**config.mk**
```make
export PLATFORM = sky130hd
export DESIGN_NAME = gaze_level_scheduler
export DESIGN_NICKNAME = d
export VERILOG_FILES = /design/src/rtl/gaze_sched_pkg.sv /design/src/rtl/gaze_level_scheduler_rr_arbiter.sv /design/src/rtl/gaze_level_scheduler.sv
export SDC_FILE = /design/constraint.sdc
export NUM_CORES = 1
export LEC_CHECK = 0
export BUFFER_PORTS_ARGS = -buffer_cell sky130_fd_sc_hd__buf_4
export CAP_MARGIN = 10
export CORE_MARGIN = 4
export CORE_UTILIZATION = 40
export DETAILED_ROUTE_END_ITERATION = 12
export PLACE_DENSITY = 0.72
export SLEW_MARGIN = 25
export SYNTH_ARGS = -nofsm -noshare
export SYNTH_HDL_FRONTEND = slang
export SYNTH_SLANG_ARGS = --single-unit
```
**constraint.sdc**
```tcl
create_clock -name i_clk -period 5.45 [get_ports i_clk]
set_input_delay 0.2725 -clock i_clk [delete_from_list [all_inputs] [get_ports i_clk]]
set_output_delay 0.2725 -clock i_clk [all_outputs]
set_load 0.005 [all_outputs]
```
**src/rtl/gaze_sched_pkg.sv**
```systemverilog
// Shared types and constants for the gaze level scheduler.
// Holds FSM states, level codes, field widths and the level compare.
package gaze_sched_pkg;

    typedef enum logic [1:0] {
        ST_IDLE,
        ST_ISSUE,
        ST_WAIT,
        ST_RESULT
    } state_t;

    localparam int COORD_W = 11;
    localparam int THRES_W = 24;
    localparam int SUM_W   = 25;

    localparam logic [1:0] LVL_0 = 2'b00;
    localparam logic [1:0] LVL_1 = 2'b01;
    localparam logic [1:0] LVL_2 = 2'b10;
    localparam logic [1:0] LVL_3 = 2'b11;

    // Strict unsigned compare, thresholds ordered highest first.
    function automatic logic [1:0] level_of(
        input logic [SUM_W-1:0]   sum,
        input logic [THRES_W-1:0] t1,
        input logic [THRES_W-1:0] t2,
        input logic [THRES_W-1:0] t3
    );
        if (sum > {1'b0, t1})
            return LVL_3;
        else if (sum > {1'b0, t2})
            return LVL_2;
        else if (sum > {1'b0, t3})
            return LVL_1;
        else
            return LVL_0;
    endfunction

endpackage

```
**src/rtl/gaze_level_scheduler_rr_arbiter.sv**
```systemverilog
// Round-robin arbiter: first set request after the last granted index.
// The pointer moves only when the grant is accepted.
module rr_arbiter #(
    parameter int N = 4
) (
    input  logic         clk,
    input  logic         rst_n,
    input  logic [N-1:0] req,
    input  logic         accept,
    output logic [N-1:0] gnt,
    output logic [3:0]   gnt_idx
);

    logic [3:0] last;
    logic [3:0] k;
    logic       hit;

    // Scan requests starting just after the last winner, wrapping.
    always_comb begin
        hit     = 1'b0;
        k       = '0;
        gnt_idx = last;
        gnt     = '0;
        for (int i = 1; i <= N; i++) begin
            k = 4'((int'(last) + i) % N);
            if (!hit && req[k]) begin
                hit     = 1'b1;
                gnt_idx = k;
            end
        end
        for (int j = 0; j < N; j++)
            gnt[j] = hit && (gnt_idx == 4'(j));
    end

    // Remember the winner; reset makes requester 0 the first choice.
    always_ff @(posedge clk or negedge rst_n) begin
        if (!rst_n)
            last <= 4'(N - 1);
        else if (accept)
            last <= gnt_idx;
    end

endmodule

```
**src/rtl/gaze_level_scheduler.sv**
```systemverilog
// Schedules per-requester squared-distance jobs and grades the result.
// Optional GAZE_SCHED_LEVEL_TABLE_EN adds o_level_table (last level per id).
module gaze_level_scheduler
    import gaze_sched_pkg::*;
#(
    parameter int NUM_REQ  = 4,
    parameter int CALC_LAT = 3
) (
    input  logic                       i_clk,
    input  logic                       i_rst_n,
    input  logic [NUM_REQ-1:0]         i_req_valid,
    output logic [NUM_REQ-1:0]         o_req_ready,
    input  logic [NUM_REQ*COORD_W-1:0] i_obs_x,
    input  logic [NUM_REQ*COORD_W-1:0] i_obs_y,
    input  logic [COORD_W-1:0]         i_gaze_x,
    input  logic [COORD_W-1:0]         i_gaze_y,
    input  logic [THRES_W-1:0]         i_thres_1,
    input  logic [THRES_W-1:0]         i_thres_2,
    input  logic [THRES_W-1:0]         i_thres_3,
    output logic                       o_calc_valid,
    output logic [COORD_W-1:0]         o_calc_gaze_x,
    output logic [COORD_W-1:0]         o_calc_gaze_y,
    output logic [COORD_W-1:0]         o_calc_obs_x,
    output logic [COORD_W-1:0]         o_calc_obs_y,
    input  logic [SUM_W-1:0]           i_calc_sum,
    output logic                       o_rsp_valid,
    output logic [3:0]                 o_rsp_id,
    output logic [1:0]                 o_rsp_level
`ifdef GAZE_SCHED_LEVEL_TABLE_EN
    ,
    output logic [2*NUM_REQ-1:0]       o_level_table
`endif
);

    state_t          state;
    logic [3:0]      cnt;
    logic [3:0]      id_q;
    logic [NUM_REQ-1:0] gnt;
    logic [3:0]      gnt_idx;
    logic            accept;

    assign accept      = (state == ST_IDLE) && (|i_req_valid);
    assign o_req_ready = accept ? gnt : '0;

    rr_arbiter #(
        .N(NUM_REQ)
    ) u_arb (
        .clk    (i_clk),
        .rst_n  (i_rst_n),
        .req    (i_req_valid),
        .accept (accept),
        .gnt    (gnt),
        .gnt_idx(gnt_idx)
    );

    // Job FSM: capture, issue, wait out the datapath latency, report.
    always_ff @(posedge i_clk or negedge i_rst_n) begin
        if (!i_rst_n) begin
            state         <= ST_IDLE;
            cnt           <= '0;
            id_q          <= '0;
            o_calc_valid  <= 1'b0;
            o_calc_gaze_x <= '0;
            o_calc_gaze_y <= '0;
            o_calc_obs_x  <= '0;
            o_calc_obs_y  <= '0;
            o_rsp_valid   <= 1'b0;
            o_rsp_id      <= '0;
            o_rsp_level   <= LVL_0;
        end else begin
            o_calc_valid <= 1'b0;
            o_rsp_valid  <= 1'b0;
            unique case (state)
                ST_IDLE: begin
                    if (accept) begin
                        id_q          <= gnt_idx;
                        o_calc_gaze_x <= i_gaze_x;
                        o_calc_gaze_y <= i_gaze_y;
                        o_calc_obs_x  <= i_obs_x[int'(gnt_idx)*COORD_W +: COORD_W];
                        o_calc_obs_y  <= i_obs_y[int'(gnt_idx)*COORD_W +: COORD_W];
                        o_calc_valid  <= 1'b1;
                        state         <= ST_ISSUE;
                    end
                end
                ST_ISSUE: begin
                    cnt   <= 4'(CALC_LAT - 1);
                    state <= ST_WAIT;
                end
                ST_WAIT: begin
                    if (cnt == '0) begin
                        o_rsp_level <= level_of(i_calc_sum, i_thres_1,
                                                i_thres_2, i_thres_3);
                        o_rsp_id    <= id_q;
                        o_rsp_valid <= 1'b1;
                        state       <= ST_RESULT;
                    end else begin
                        cnt <= cnt - 4'd1;
                    end
                end
                ST_RESULT: begin
                    state <= ST_IDLE;
                end
                default: begin
                    state <= ST_IDLE;
                end
            endcase
        end
    end

`ifdef GAZE_SCHED_LEVEL_TABLE_EN
    // Record the reported level against its requester.
    always_ff @(posedge i_clk or negedge i_rst_n) begin
        if (!i_rst_n)
            o_level_table <= '0;
        else if (state == ST_RESULT)
            o_level_table[int'(o_rsp_id)*2 +: 2] <= o_rsp_level;
    end
`endif

endmodule

```
==> results.sh <==
export IMPL_outcome="finished clean"
export IMPL_synth_cell_area_sq_mm=0.005109
export IMPL_finalSetupViolCount=0
export IMPL_hp_class="in -> async"
export IMPL_grt_pass1_wl_mm=24.46
export IMPL_core_area_sq_mm=0.01257
export IMPL_nets=1150
export IMPL_drtPass1Iterations=4
export IMPL_timing_hold_ws_ns=0.04168
export IMPL_initial_utilization_pct=40.65
export IMPL_skew_ns=0.005081
export IMPL_grt_max_degree=73
export IMPL_ctsHoldBuffers=0
export IMPL_ys_ff_latch=64
export IMPL_r2r_slack_ns=3.14
export IMPL_slew_headroom_pct=44.81
export IMPL_synth_async_reset_ratio_pct=100.0
export IMPL_die_area_sq_mm=0.01464
export IMPL_syn_mean_instance_area_sq_um=8.557
export IMPL_crit_type="reg -> out"
export IMPL_drive_above_1_share_pct=36.88
export IMPL_grt_pass1_vias=5141
export IMPL_critical_path_max_fanout=48
export IMPL_synth_cell_type_count=50
export IMPL_root_buffer="clkbuf_16"
export IMPL_drc=0
export IMPL_maxSlewViolCount=0
export IMPL_rsz0062_at_grt="false"
export IMPL_power_density_mw_per_mm2=381.3
export IMPL_fp_row_count=41
export IMPL_syn_num_nets=886
export IMPL_worst_setup_path_end_kind="primary output"
export IMPL_hold_viol=0
export IMPL_period_needed_ns=2.552
export IMPL_grt_overflow=0
export IMPL_die_h_microns=121.0
export IMPL_cts_tree="built"
export IMPL_yosys_top_cells_area="dfrtp_1, ha_1, nand2_1"
export IMPL_htreeDepth=3
export IMPL_fin_setup_tns_ns=0
export IMPL_tightest_slew_ns=0.8279
export IMPL_cts_clk_slew_worst_paths_ns=0.06
export IMPL_dr_first_iter_drc_count=229
export IMPL_via_count=5081
export IMPL_via_per_inst=4.900
export IMPL_wirelength_mm=15.66
export IMPL_post_cts_buffers=0
export IMPL_antenna_left=0
export IMPL_arrival_ns=2.28
export IMPL_synth_top_area_cell="dfrtp_1"
export IMPL_period_share_pct=46.83
export IMPL_antennaDiodeCount=0
export IMPL_dp_hpwl_mm=12.87
export IMPL_synth_main_ff_cell="dfrtp_1"
export IMPL_ys_seq_area_share_pct=31.40
export IMPL_grt_antenna_before_repair=0
export IMPL_clk_path_buf_depth=2
export IMPL_max_freq_ghz=0.3918
export IMPL_required_ns=5.18
export IMPL_track_usage_pct=20.83
export IMPL_crit_path_start_kind="register"
export IMPL_fin_ws_ns=2.898
export IMPL_areaGrowthSynthToFinish_pct=48.10
export IMPL_synth_cells=597
export IMPL_p_leak_uw=0.004226
export IMPL_synth_edf_count=0
export IMPL_gp_congestion=0.8383
export IMPL_io_pins=269
export IMPL_cts_made_buffers=9
export IMPL_dieWidth_microns=121.0
export IMPL_cts_resized_gates=0
export IMPL_place_ws_ns=3.158
export IMPL_clk_latency_ns=0.33
export IMPL_netlist_area_leader_share_pct=30.37
export IMPL_clock_sinks=64
export IMPL_io_buffers=268
export IMPL_post_drt_wl_per_cell_microns=15.10
export IMPL_yosys_warnings=0
export IMPL_ir_drop_mv=0.3187
export IMPL_cap_violations=0
area by class of cell:
type                       instances  area (sq um)
multi-input combinational        435          3120
fill                            1180          5002
clock buffer                       9         225.2
timing repair buffer             271          2034
tap                              172         215.2
sequential                        64          1604
clock inverter                     6         61.31
inverter                          80         305.3
kinds of logic after synthesis:
kind of cell / count (synthesis) / share of synthesized area (%)
fa+ha+maj: 76 / 18.61
buf+inv: 98 / 7.715
mux: 68 / 13.86
simple gates: 185 / 15.82
flops: 64 / 31.40
compound gates: 106 / 12.59
per-layer routing:
metal	vias up	part of all wire, %	GRT usage, %
met1	2280	41	25.17
met3	24	8.9	7.040
met4	0	2.2	6.799
met2	187	48	34.84
met5	-	0	0
li1	2590	-	-
flip-flops by register name (all words and copies together), names as in the netlist, 4 cells and up:
register	count
cnt	4
id_q	4
o_calc_gaze_x	11
o_calc_gaze_y	11
o_calc_obs_x	11
o_calc_obs_y	11
o_rsp_id	4
critical path, cell delays in order, from the launching register on:
cell and delay (ns):
dfstp_2 0.60, a31oi_1 0.14, a21oi_4 0.13, buf_4 0.59, nand2_1 0.22, nor2_1 0.14, buf_4 0.12
path summary, 6_finish.rpt:
path	endpoint	from	depth (start not counted)
max	o_req_ready[3]	u_arb.last[1]	6
min	o_calc_gaze_x[3]	i_rst_n	1
min reg2reg	o_rsp_id[2]	id_q[2]	2
max reg2reg	o_rsp_level[0]	cnt[0]	10
min in group i_clk	o_calc_gaze_x[4]	i_gaze_x[4]	3
max in group asynchronous	o_calc_obs_x[2]	i_rst_n	1
placed cells by master, fill, tap and decap left out, types with 14 or more instances in the layout:
cell	instances
mux2i_1	46
buf_4	271
a21oi_1	29
ha_1	76
mux2_2	22
o21ai_0	14
nor2_1	15
dfrtp_1	62
o21ai_1	22
nand2_1	123
inv_1	78
power by group:
group | switching (uW) | internal [uW]
clock network | 210 | 349
logic | 735 | 757
registers | 131 | 703
total | 1080 | 1810
Yosys cell counts, types with 3 or more instances:
master	count
a211oi_1	5
a21o_1	5
a21oi_1	29
and3_1	3
buf_2	5
clkbuf_1	10
dfrtp_1	62
ha_1	76
inv_1	78
mux2_2	22
mux2i_1	46
nand2_1	123
nand3_1	6
nand4_1	13
nor2_1	15
nor3_1	8
nor4_1	4
o211ai_1	7
o21ai_0	14
o21ai_1	22
o31ai_1	5
through the flow:
stage | util [%] | total power [uW] | instances | area [sq um]
6_report | 60.20 | 2885 | 1037 | 7566
5_1_grt | 60.20 | 3123 | 1037 | 7566
3_3_place_gp | 57.92 | 2322 | 1022 | 7279
2_1_floorplan | - | 1709 | 597 | 5109
4_1_cts | 60.20 | 2923 | 1037 | 7566
3_5_place_dp | 57.92 | 2345 | 1022 | 7279
(Power assumes the default switching activity.)
